### src/rtl/fb_write_sched.sv
// Framebuffer write scheduler: unpacks serial bytes into two-plane row words
// and issues them as valid/ready writes, with a whole-buffer fill mode.
module fb_write_sched #(
  parameter int ROWS    = 80,
  parameter int TIMEOUT = 24000
) (
  input  logic        clk,
  input  logic        reset,
  input  logic [7:0]  rx_data,
  input  logic        rx_strobe,
  input  logic        clear_req,
  input  logic [31:0] clear_value,
  output logic [6:0]  wr_addr,
  output logic [31:0] wr_data,
  output logic        wr_valid,
  input  logic        wr_ready,
  output logic        frame_done,
  output logic        overflow,
  output logic        busy
);

  localparam int IDLE_W = $clog2(TIMEOUT + 1);
  localparam logic [8:0]        OFF_LAST  = 9'(4 * ROWS - 1);
  localparam logic [6:0]        ROW_LAST  = 7'(ROWS - 1);
  localparam logic [IDLE_W-1:0] IDLE_LAST = IDLE_W'(TIMEOUT - 1);
  localparam logic [IDLE_W-1:0] IDLE_ONE  = IDLE_W'(1);

  localparam logic [1:0] ST_LOAD  = 2'd0;
  localparam logic [1:0] ST_CLEAR = 2'd1;
  localparam logic [1:0] ST_DRAIN = 2'd2;

  logic [1:0]        state_r;
  logic [8:0]        offset_r;
  logic [31:0]       acc_r;
  logic [IDLE_W-1:0] idle_r;
  logic [31:0]       clear_val_r;
  logic [6:0]        wr_addr_r;
  logic [31:0]       wr_data_r;
  logic              wr_valid_r;
  logic              frame_done_r;
  logic              overflow_r;
  logic              busy_r;

  logic              hs_s;
  logic [3:0]        p0_s;
  logic [3:0]        p1_s;
  logic [31:0]       acc_next_s;
  logic              word_done_s;
  logic              can_load_s;
  logic [8:0]        offset_next_s;
  logic              pend_next_s;

  assign wr_addr    = wr_addr_r;
  assign wr_data    = wr_data_r;
  assign wr_valid   = wr_valid_r;
  assign frame_done = frame_done_r;
  assign overflow   = overflow_r;
  assign busy       = busy_r;

  // Byte unpacking, handshake and pending-slot availability
  always_comb begin
    hs_s = wr_valid_r & wr_ready;
    p0_s = {rx_data[6], rx_data[4], rx_data[2], rx_data[0]};
    p1_s = {rx_data[7], rx_data[5], rx_data[3], rx_data[1]};
    acc_next_s = acc_r;
    case (offset_r[1:0])
      2'd0: begin
        acc_next_s[15:12] = p0_s;
        acc_next_s[31:28] = p1_s;
      end
      2'd1: begin
        acc_next_s[11:8]  = p0_s;
        acc_next_s[27:24] = p1_s;
      end
      2'd2: begin
        acc_next_s[7:4]   = p0_s;
        acc_next_s[23:20] = p1_s;
      end
      2'd3: begin
        acc_next_s[3:0]   = p0_s;
        acc_next_s[19:16] = p1_s;
      end
      default: acc_next_s = acc_r;
    endcase
    word_done_s = rx_strobe & (offset_r[1:0] == 2'd3);
    // A slot freed by this cycle's handshake can take a new word immediately
    can_load_s  = ~wr_valid_r | hs_s;
    if (offset_r == OFF_LAST) begin
      offset_next_s = 9'd0;
    end else begin
      offset_next_s = offset_r + 9'd1;
    end
    pend_next_s = (word_done_s & can_load_s) | (wr_valid_r & ~hs_s);
  end

  // Scheduler state, byte accumulation and write-port registers
  always_ff @(posedge clk) begin
    if (!reset) begin
      state_r      <= ST_LOAD;
      offset_r     <= 9'd0;
      acc_r        <= 32'd0;
      idle_r       <= '0;
      clear_val_r  <= 32'd0;
      wr_addr_r    <= 7'd0;
      wr_data_r    <= 32'd0;
      wr_valid_r   <= 1'b0;
      frame_done_r <= 1'b0;
      overflow_r   <= 1'b0;
      busy_r       <= 1'b0;
    end else begin
      frame_done_r <= hs_s & (wr_addr_r == ROW_LAST);
      if (hs_s) begin
        wr_valid_r <= 1'b0;
      end
      case (state_r)
        ST_LOAD: begin
          if (rx_strobe) begin
            idle_r   <= '0;
            offset_r <= offset_next_s;
            if (word_done_s) begin
              acc_r <= 32'd0;
              if (can_load_s) begin
                wr_valid_r <= 1'b1;
                wr_addr_r  <= offset_r[8:2];
                wr_data_r  <= acc_next_s;
              end else begin
                overflow_r <= 1'b1;
              end
            end else begin
              acc_r <= acc_next_s;
            end
          end else if (offset_r != 9'd0) begin
            if (idle_r == IDLE_LAST) begin
              offset_r <= 9'd0;
              acc_r    <= 32'd0;
              idle_r   <= '0;
            end else begin
              idle_r <= idle_r + IDLE_ONE;
            end
          end else begin
            idle_r <= '0;
          end
          if (clear_req) begin
            clear_val_r <= clear_value;
            offset_r    <= 9'd0;
            acc_r       <= 32'd0;
            idle_r      <= '0;
            if (pend_next_s) begin
              state_r <= ST_DRAIN;
            end else begin
              state_r    <= ST_CLEAR;
              busy_r     <= 1'b1;
              wr_valid_r <= 1'b1;
              wr_addr_r  <= 7'd0;
              wr_data_r  <= clear_value;
            end
          end
        end
        ST_DRAIN: begin
          if (hs_s) begin
            state_r    <= ST_CLEAR;
            busy_r     <= 1'b1;
            wr_valid_r <= 1'b1;
            wr_addr_r  <= 7'd0;
            wr_data_r  <= clear_val_r;
          end
        end
        ST_CLEAR: begin
          if (hs_s) begin
            if (wr_addr_r == ROW_LAST) begin
              state_r    <= ST_LOAD;
              busy_r     <= 1'b0;
              wr_valid_r <= 1'b0;
            end else begin
              wr_addr_r  <= wr_addr_r + 7'd1;
              wr_valid_r <= 1'b1;
            end
          end
        end
        default: begin
          state_r    <= ST_LOAD;
          busy_r     <= 1'b0;
          wr_valid_r <= 1'b0;
        end
      endcase
    end
  end

endmodule

### config.mk
export PLATFORM = sky130hd
export DESIGN_NAME = fb_write_sched
export DESIGN_NICKNAME = d
export VERILOG_FILES = /design/src/rtl/fb_write_sched.sv
export SDC_FILE = /design/constraint.sdc
export NUM_CORES = 1
export LEC_CHECK = 0
export ABC_AREA = 1
export BUFFER_PORTS_ARGS = -buffer_cell sky130_fd_sc_hd__buf_2
export CELL_PAD_IN_SITES_DETAIL_PLACEMENT = 0
export CELL_PAD_IN_SITES_GLOBAL_PLACEMENT = 1
export CORE_AREA = 2 2 143 145
export DETAILED_ROUTE_END_ITERATION = 8
export DIE_AREA = 0 0 145 147
export HOLD_SLACK_MARGIN = 0.02
export MAX_ROUTING_LAYER = met4
export PLACE_DENSITY = 0.82
export REMOVE_ABC_BUFFERS = 1
export SYNTH_ARGS = -nofsm -noshare
export SYNTH_HDL_FRONTEND = slang
export SYNTH_SLANG_ARGS = --single-unit
### constraint.sdc
create_clock -name clk -period 1.59 [get_ports clk]
set_input_delay 0.318 -clock clk [delete_from_list [all_inputs] [get_ports clk]]
set_output_delay 0.318 -clock clk [all_outputs]
set_load 0.005 [all_outputs]
# Yosys cells after proc, flatten, opt, wreduce, memory -nomap -nowiden
# Cells that the tools add are included.
# classes
n_reduce_logical	14
eq_ne	14
n_addsub	3
n_bitwise	10
muxes	60
# ops
op	n
32-bit 2-to-1 mux	11
32-bit one-hot mux with 2 select lines	1
15-bit 2-to-1 mux	4
7-bit 2-to-1 mux	8
9-bit 2-to-1 mux	5
4-bit 2-to-1 mux	8
7-bit one-hot mux with 3 select lines	1
15-bit by 1-bit adder with 15-bit output (second input constant)	1
15-bit == test (second input constant)	1
1-bit 2-to-1 mux	14
2-bit inequality test (second input constant)	6
4-bit AND reduction	3
2-bit 2-to-1 mux	5
9-bit by 1-bit adder with 9-bit output (second input constant)	1
9-bit == test (second input constant)	1
3-bit nonzero test	3
9-bit nonzero test	1
7-bit by 1-bit adder with 7-bit output (second input constant)	1
7-bit == test (second input constant)	1
2-bit == test (second input constant)	3
1-bit one-hot mux with 3 select lines	2
2-bit one-hot mux with 3 select lines	1
1-bit AND	5
5-bit AND reduction	1
7 further kinds	13
# totals
regBits	133

# Logic depth before layout (Yosys ltp)
# Gate-level depths: netlist of run 1.
# logic_depth
ltp_word	8
depth_mapped	14

# Worst setup path before layout of run 1
# Ideal clock, no wire load.
# synth_timing
path_type	register to register
start	register offset_r[0]
end	register acc_r[28]
period_less_slack_ps	1740
setup_slack_ps	-150
t_required_ps	1526
path_stages_with_launch	15
arrival_time_ps	1676
cell_sequence	dfxtp_1 > inv_1 > ha_1 > buf_6 > inv_6 > nor2_2 > nand2_2 > nor2_4 > nand2_1 > nand2_1 > nor2_4 > buf_6 > buf_8 > nor2_2 > nor2_1
# synth_between
elab_chain_len	5
word_cells_on_any_way	10
# synth_lines
item	line_no	rtl
start, declared	33	logic [8:0] offset_r;
start signal, assigned	119	offset_r <= offset_next_s;
2-bit == test or 2-bit zero test (tied branches)	85, 66	
1-bit AND or 4-bit 2-to-1 mux (tied branches)	85, 66	
32-bit 2-to-1 mux	120	if (word_done_s) begin
32-bit 2-to-1 mux	117	if (rx_strobe) begin
32-bit 2-to-1 mux	143	if (clear_req) begin
end signal, assigned	130	acc_r <= acc_next_s;
end, declared	34	logic [31:0] acc_r;
# Parallel ways exist; a longest one is shown, timed or not.
# A chain may end at the register's enable or synchronous reset.

# Final worst setup path of run 1
# layout_timing
start	register idle_r[1]
end	register acc_r[21]
# layout_between
elab_chain_len	3
# layout_lines
item	line_no	rtl
start, declared	35	logic [IDLE_W-1:0] idle_r;
start signal, assigned	138	idle_r <= idle_r + IDLE_ONE;
15-bit == test	133	if (idle_r == IDLE_LAST) begin
3-bit nonzero test (no line)	n/a	
3-bit AND reduction (no line)	n/a	
# Every way passes these cells.

==> results.md, run 1 <==
Global routing:
- The number of global-route vias before repair is 7296.
- The total overflow left after global routing is 0.
- The first-pass GRT wire length is 38.1 mm.
- Across every metal layer, demand over resource in global routing totals 22.8%.
- The number of antenna violations at the first check in global routing is 1.
- Entering global routing, the biggest net connects 40 pins.

Setup path:
- The largest single stage delay on the critical path is 0.36 ns.
- At the worst endpoint, the arrival time is ~2.1 ns.
- The kind of critical path is register to register.
- Traced cell by cell, the critical path runs through ha_4, inv_2, nor2_1, nand3_1, nor2_2, nor2_2, nor2_4, buf_12, buf_12, nand2_4, nand2_2, nor2_1.
- The nature of the critical path startpoint is a register.
- The maximum net fanout on the critical path is 6.
- The kind of end point of the critical path is a register.
- The slowest stage of the critical path is the dfxtp_2 cell.
- The worst path required time is 1.90 ns.
- The depth of the worst register-to-register path is 12.

Clocking:
- The clock insertion delay at the later pin of the skew report is 0.42 ns.
- CTS placed an instance of clkbuf_16 at the clock tree root.
- The clock buffer count from CTS is 17.
- The clock drives around 130 sinks.
- The clock passes through at most 2 buffers.
- The clock tree from TritonCTS is yes.
- The clock tree synthesis step divided the H-tree into 4 levels.
- Clock-pin slew was measured on the worst setup and hold paths at 0.06 ns.
- For this design, the CTS-stage hold fixing added 0 buffers.

STA:
- Across the routed clock network, the largest skew measured is about 0.0099 ns.
- The actual slew at the worst max-slew pin is 0.459 ns.
- The worst path setup slack after routing is -0.213 ns.
- Dividing the final minimum period by the clock period gives 113%.
- Static timing analysis puts the maximum clock frequency at 555 MHz.
- The worst pin sits at a relative slew slack of between 60 and 70%.
- Summed over all failing endpoints, the final setup total negative slack is -6.09 ns.
- Setup repair after global routing could not meet its margin everywhere.
- The number of hold violations in the final report is 0.
- The count of pins over their slew limit is 0.
- The smallest clock period supported by the final layout is computed as between 1.5 and 2 ns.
- Setup violations remaining at the end of the flow were counted as 71.

Synthesis:
- Yosys mapped a number of flops with a built-in enable equal to 0.
- The share of the yosys chip area belonging to registers is 36.9%.
- For this run, asynchronously set or reset flops after synthesis account for 0%.
- The post-synthesis average cell area is between 6 and 7 um2.
- The register bit count reported by yosys is 133.
- The number of distinct library cells after synthesis is 36.
- The synthesized instance count is 1137.
- The Yosys step of the flow raised 0 warnings.
- The most common flop cell mapped by yosys is dfxtp_1.
- After synthesis the cells add up to 7220 um2.

Detailed routing:
- In the final routed layout, each cell accounts on average for between 15 and 20 um.
- The average via count per standard cell is 5.08.
- The routed design has 25.8 mm of wire.
- The first-iteration detailed-routing DRC count is ~550.
- The detailed-route via count is roughly 8100.
- The count of nets left with antenna violations once routing finished came out at 0.
- The count of TritonRoute iterations in the first routing pass is 5.
- The count of unresolved DRC violations after routing is 0.

Finish:
- The final standard cell utilization of the core is 53.4%.
- The total number of nets in the final design is ~1400.
- Relative to the synthesized area, the layout overhead comes to 46.8%.
- The share of layout cells above drive strength 1 is 33.1%.

Job:
- Across the run, the number of max-cap violations was 0.

Floorplan:
- The die outline width is 145 um.
- The number of core rows is 52.
- The floorplan step defined a die boundary enclosing roughly 21000 um2.
- The total I/O pin count is approximately 90.
- In this run the vertical extent of the chip is 147 um.
- Once the floorplan was initialized, standard cells occupied between 30% and 40% of the core.
- The core box area is 19800 um2.

Pwr:
- In this run the static leakage power is 4.78 nW.
- Power spread over the standard cell area amounts to 1570 nW/um2.
- IR analysis of the VDD net gives a maximum drop of 0.997 mV.
- The completed layout was analyzed and its total power is 0.0167 W.

Status:
- The checks that failed: setup timing.
- The flow ran to the end, but the final reports show violations.

Worst hold path:
- The depth of the worst hold-timing path is 3.
- The kind of path behind the tightest hold check is primary input to register.

Place:
- The HPWL after detailed placement is 15.6 mm.
- The worst slack at placement is -0.212 ns.
- The congestion estimate from routability-driven global placement came to 0.882.
- The number of port buffers is 87.
layout by cell type (no fill, tap or decap), types with 3 or more instances in the layout:
master | synthesis | final
a21oi_1 | 83 | 75
a21oi_2 | 1 | 9
buf_12 | 0 | 17
buf_16 | 0 | 6
buf_2 | 22 | 87
buf_4 | 2 | 81
buf_6 | 2 | 14
bufinv_16 | 0 | 6
clkbuf_16 | 0 | 25
clkbuf_8 | 0 | 3
clkinvlp_4 | 0 | 3
dfxtp_1 | 133 | 127
dfxtp_2 | 0 | 3
dfxtp_4 | 0 | 3
ha_1 | 11 | 3
ha_4 | 0 | 7
inv_1 | 60 | 51
inv_2 | 4 | 6
inv_4 | 0 | 5
inv_6 | 1 | 3
nand2_1 | 337 | 283
nand2_2 | 3 | 36
nand2_4 | 0 | 19
nand3_1 | 59 | 34
nand3_2 | 1 | 24
nand4_1 | 6 | 6
nor2_1 | 191 | 170
nor2_2 | 22 | 39
nor2_4 | 3 | 7
nor3_1 | 7 | 7
o211ai_1 | 25 | 25
o21ai_0 | 91 | 63
o21ai_1 | 8 | 18
o21ai_2 | 0 | 16
xnor2_1 | 4 | 4
xor2_1 | 9 | 8
per-layer routing:
metal,wire length [um],part of all wire (%),global-route usage [%]
met3,1290,5.0,4.60
met4,367,1.4,5.35
met1,11400,44,28.2
met5,0,0,-
met2,12800,50,38.5
path summary, 6_finish.rpt:
kind,start,end,slack (ns)
max,idle_r[1]$_SDFFE_PN0P_,acc_r[21]$_SDFFE_PN0P_,-0.21
min,clear_value[7],clear_val_r[7]$_SDFFE_PN0P_,0.17
max reg2reg,idle_r[1]$_SDFFE_PN0P_,acc_r[21]$_SDFFE_PN0P_,-0.21
min reg2reg,clear_val_r[27]$_SDFFE_PN0P_,clear_val_r[27]$_SDFFE_PN0P_,0.46
report_power, final:
group | switching, W | internal, W
Clock | 0.00158 | 0.00307
Combinational | 0.00406 | 0.00310
Sequential | 0.000639 | 0.00425
Total | 0.00628 | 0.0104
area by class of cell:
type | instances | area [um2]
Antenna cell | 1 | 2.50
Tap cell | 270 | 338
Multi-Input combinational cell | 872 | 4680
Inverter | 66 | 282
Timing Repair Buffer | 215 | 1940
Clock inverter | 12 | 223
Fill cell | 1890 | 9240
Clock buffer | 20 | 467
Sequential cell | 133 | 2680
registers in the layout, indices dropped and copies added (netlist names):
register	cells
state_r	2
wr_addr	7
overflow	1
acc_r	32
clear_val_r	32
wr_valid	1
wr_data	32
idle_r	15
frame_done	1
offset_r	9
busy	1
metrics by stage:
step / instances / hold WS, ns / instance area [um2]
finish: 1589 / 0.169 / 10600
global route: 1589 / 0.182 / 10600
CTS: 1569 / 0.156 / 9550
detailed placement: 1527 / 0.446 / 8590
global placement: 1527 / 0.439 / 8590
floorplan: 1071 / 0.429 / 6900
worst max-delay path, delay by kind of cell, from the launching register on:
kind	cells	cell delay [ns]
AND/OR/NAND/NOR	8	0.85
adder cells (fa/ha/maj)	1	0.14
flip-flops	1	0.36
buffers and inverters	3	0.34
cells by family (layout without fill, tap and decap cells):
kind of cell / after synthesis / count (layout) / synth area share (%)
and+or+nand+nor: 631 / 631 / 35.5
AOI/OAI and AO/OA: 217 / 217 / 16.2
DFF: 133 / 133 / 36.9
buffers and inverters: 132 / 313 / 7.93
xor gates and xnor gates: 13 / 13 / 1.58
adders and majority gates: 11 / 11 / 1.91
other: 0 / 1 / 0
synth_stat cells (2+ instances only):
library cell / n / share of area [%]
nand2_1: 337 / 18
inv_1: 60 / 3.1
buf_1: 2 / 0.10
ha_1: 11 / 1.9
nor2_2: 22 / 1.9
o21ai_0: 91 / 6.3
buf_6: 2 / 0.31
inv_2: 4 / 0.21
nor3_1: 7 / 0.48
buf_2: 22 / 1.5
nand2_2: 3 / 0.26
buf_8: 2 / 0.42
nand3_1: 59 / 4.1
a22oi_1: 2 / 0.21
xnor2_1: 4 / 0.48
dfxtp_1: 133 / 37
nor2_1: 191 / 9.9
buf_4: 2 / 0.21
a21oi_1: 83 / 5.7
xor2_1: 9 / 1.1
o21ai_1: 8 / 0.55
o211ai_1: 25 / 2.6
nand4_1: 6 / 0.52
a31oi_1: 2 / 0.17
o21bai_1: 2 / 0.21
nor2_4: 3 / 0.47
clkbuf_1: 36 / 1.9
repair_timing:
item,4_1_cts,5_1_grt
buffers inserted,5,11
pin swaps,3,53
setup endpoints to repair,99,124
cloned,5,12
hold endpoints to repair,0,0
gates resized for setup,40,223
Note: power is estimated with default switching activity, not from simulation.
==> run 2, diff against run 1 <==
- CORE_AREA: 2 2 143 145 -> 3 3 144 146
- DIE_AREA: 0 0 145 147 -> 0 0 147 149
- GPL_TIMING_DRIVEN: unset -> 0
==> run 2 against run 1 <==
The flow still finishes with violations (setup timing). Sequential power rose by 1%. Die area rose by 2.8%. Highest routed layer unchanged. Clock skew shrank 0.0025 ns. Count of clock-buffer cells in the layout increased by 2. Non-clock buffer count is 53 lower.
==> results.md, run 2 (same netlist as run 1, synthesis figures left out) <==
Floorplan:
- The starting utilization of the core area is 37.0%.
- The height of the die is 149 um.
- The core box area is 19500 um2.
- The die outline width is 147 um.
- The total I/O pin count is 88.
- The number of core rows is 51.
- The floorplan die area is 21900 um2.

STA:
- Based on the critical path, the design can be clocked at up to 568 MHz.
- The worst-case hold slack is 0.158 ns.
- For the final database, setup skew stands at 0.00740 ns.
- The post-route fraction of the period consumed by the critical path is 111%.
- The number of hold violations in the final report is 0.
- Setup repair after global routing could not meet its margin everywhere.
- The number of endpoints failing setup at the final stage is 81.
- The actual slew at the worst max-slew pin is 0.893 ns.
- The count of pins over their slew limit is 0.
- Measured against its own limit, the worst slew margin works out to 40.4%.
- Subtracting the final worst setup slack from the clock period gives 1.76 ns.
- The worst path setup slack after routing is -0.170 ns.

Detailed routing:
- The count of TritonRoute iterations in the first routing pass is 5.
- The count of unresolved DRC violations after routing is 0.
- Dividing the detail-routed wire length by the instance count gives 17.6 um.
- The number of routed nets with antenna violations is 0.
- The detailed-route via count is 8101.
- For this block, the initial DRC count from the detailed router was 634.
- The wire length reported by the detailed router is 27.2 mm.
- The average via count per standard cell is 5.24.

Clocking:
- The cts-stage hold buffer count is 0.
- At the later pin of the worst-skew pair, clock insertion delay measures 0.43 ns.
- The clock-pin slew of the registers on the worst-case setup and hold paths is around 0.060 ns.
- The deepest level of the CTS H-tree is 4.
- TritonCTS created 17 clock buffers.
- The clock tree from TritonCTS is yes.
- The maximum clock insertion buffer count is 2.
- The buffer cell driving the clock tree root is clkbuf_16.
- Counting every sink on the clock net gives 133.

Setup path:
- The depth of the worst register-to-register path is 13.
- STA puts the critical path data arrival time at ~2.1 ns.
- Of all nets on the critical path, the largest fanout is 10.
- The kind of end point of the critical path is a register.
- The worst setup path is launched from a register.
- The critical path in this run is classified as register to register.
- STA puts the critical path data required time at 1.93 ns.

Pwr:
- The internal portion of the total power is 0.00993 W.
- The leakage power of the design is about 4.2 nW.
- Across the VDD grid, the largest voltage drop is 0.949 mV.
- The net switching component of the power is 0.00650 W.
- Per report_power, the clock group accounts for 24.9% of the total.
- The switching part of the total is 39.5%.
- Combinational logic is responsible for 44.9% of the overall power.
- The total power density per cell area is 1660 nW/um2.
- Sequential cells burn 30.2% of the power.

Worst hold path:
- The worst hold path passes through 3 cells.
- The kind of path behind the tightest hold check is primary input to register.

Finish:
- In the layout the commonest cells are nand2_1 (303), nor2_1 (172), dfxtp_1 (121), buf_2 (86), a21oi_1 (76).
- In the final layout, the share of cells above drive strength 1 is roughly 28%.
- The total number of nets in the final design is 1325.
- From synthesis to final layout, the design area changed by 37.2%.
- Leaving out fill and tap cells, the most frequent cell in the layout is nand2_1.
- The number of non-filler instances in the completed layout is roughly 1500.
- Registers take 2700 um2.
- The filler cells instantiated in the layout total 1988.
- The area of combinational cells with multiple inputs is 4690 um2.

Global routing:
- The first global-routing pass estimated 40.9 mm of wire.
- The overall fraction of global-route tracks in use is roughly 24%.
- Entering global routing, the biggest net connects 55 pins.
- The number of antenna violations at the first check in global routing was 1.
- The number of global-route vias before repair came to ~7400.
- The total global routing overflow is 0.

Place:
- Buffers placed on the I/O ports in this run total 87.
- The HPWL after detailed placement is 14.1 mm.
- After detailed placement, the design holds a cell count of between 1000 and 1500.
- The placer's final routability congestion estimate is 0.865.

Job:
- The max-cap violation count is 0.

Status:
- The checks that failed: setup timing.
- The run finished, with violations left.
[run 2: changes by cell type in the layout (fill, tap and decap cells not counted), moves of 6 or more]
| cell | previous run | this run |
|---|---|---|
| nand3_1 | 34 | 50 |
| nand2_2 | 36 | 23 |
| dfxtp_1 | 127 | 121 |
| nand2_1 | 283 | 303 |
| nand2_4 | 19 | 12 |
| o21ai_0 | 63 | 69 |
| buf_4 | 81 | 49 |
| nand3_2 | 24 | 9 |
| buf_12 | 17 | 6 |
| o21ai_2 | 16 | 5 |
[run 2: timing repair]
action | in CTS | in global routing
setup buffers | 42 | 25
gates cloned | 14 | 9
pin swaps | 13 | 39
gates resized for setup | 104 | 129
setup endpoints to repair | 131 | 127
[run 2: cell type report]
cell class                      count  area share (%)
Clock buffer                       22            4.78
Tap cell                          265            3.35
Antenna cell                        1          0.0252
Sequential cell                   133            27.2
Timing Repair Buffer              162            12.5
Multi-Input combinational cell    883            47.3
Clock inverter                      8            1.25
Timing Repair inverter              6           0.480
Inverter                           66            3.09
[run 2: path summary, 6_finish.rpt]
| path | to | from | slack [ns] |
|---|---|---|---|
| setup reg to reg | offset_r[1]$_SDFFE_PN0P_ | offset_r[0]$_SDFFE_PN0P_ | -0.17 |
| hold / removal | clear_val_r[28]$_SDFFE_PN0P_ | clear_value[28] | 0.16 |
| hold reg to reg | clear_val_r[27]$_SDFFE_PN0P_ | clear_val_r[27]$_SDFFE_PN0P_ | 0.46 |
| setup / recovery | offset_r[1]$_SDFFE_PN0P_ | offset_r[0]$_SDFFE_PN0P_ | -0.17 |
[run 2: critical path, stage by stage, from the launching register on]
cell,delay (ns)
dfxtp_4,0.39
inv_4,0.05
ha_4,0.18
inv_8,0.07
nor2_4,0.03
nand2_2,0.08
nor2_4,0.04
nand2_2,0.07
nand2_4,0.06
nor2_4,0.21
buf_6,0.15
buf_12,0.13
nand2_1,0.08
a21oi_2,0.12
[run 2: power groups by stage]
stage          Clock, W  Sequential, W  Combinational, W
2_1_floorplan         0        0.00484           0.00322
3_3_place_gp          0        0.00504           0.00491
3_5_place_dp          0        0.00495           0.00477
4_1_cts         0.00411        0.00492           0.00626
5_1_grt         0.00425        0.00508           0.00804
6_report        0.00409        0.00496           0.00738
[run 2: layer usage]
layer	part of all wire [%]	track usage, %	vias up	routed length (um)
met5	0	-	-	0
met4	1.7	6.76	0	459
met3	7.0	5.14	38	1900
met2	48	39.3	281	13000
met1	43	31.1	3823	11800
li1	-	-	3959	-
[run 2: per-stage QoR]
stage               power, W  utilization (%)  setup slack [ns]  setup TNS [ns]  cell area, um2
floorplan            0.00805                -             -1.74         -111.51            6900
global placement     0.00995             39.3             -4.23         -298.45            7670
detailed placement   0.00973             39.6             -3.01         -221.94            7730
CTS                   0.0153             47.1            -0.199           -7.39            9210
global route          0.0174             50.8            -0.234          -12.69            9910
finish                0.0164             50.8            -0.170           -6.16            9910
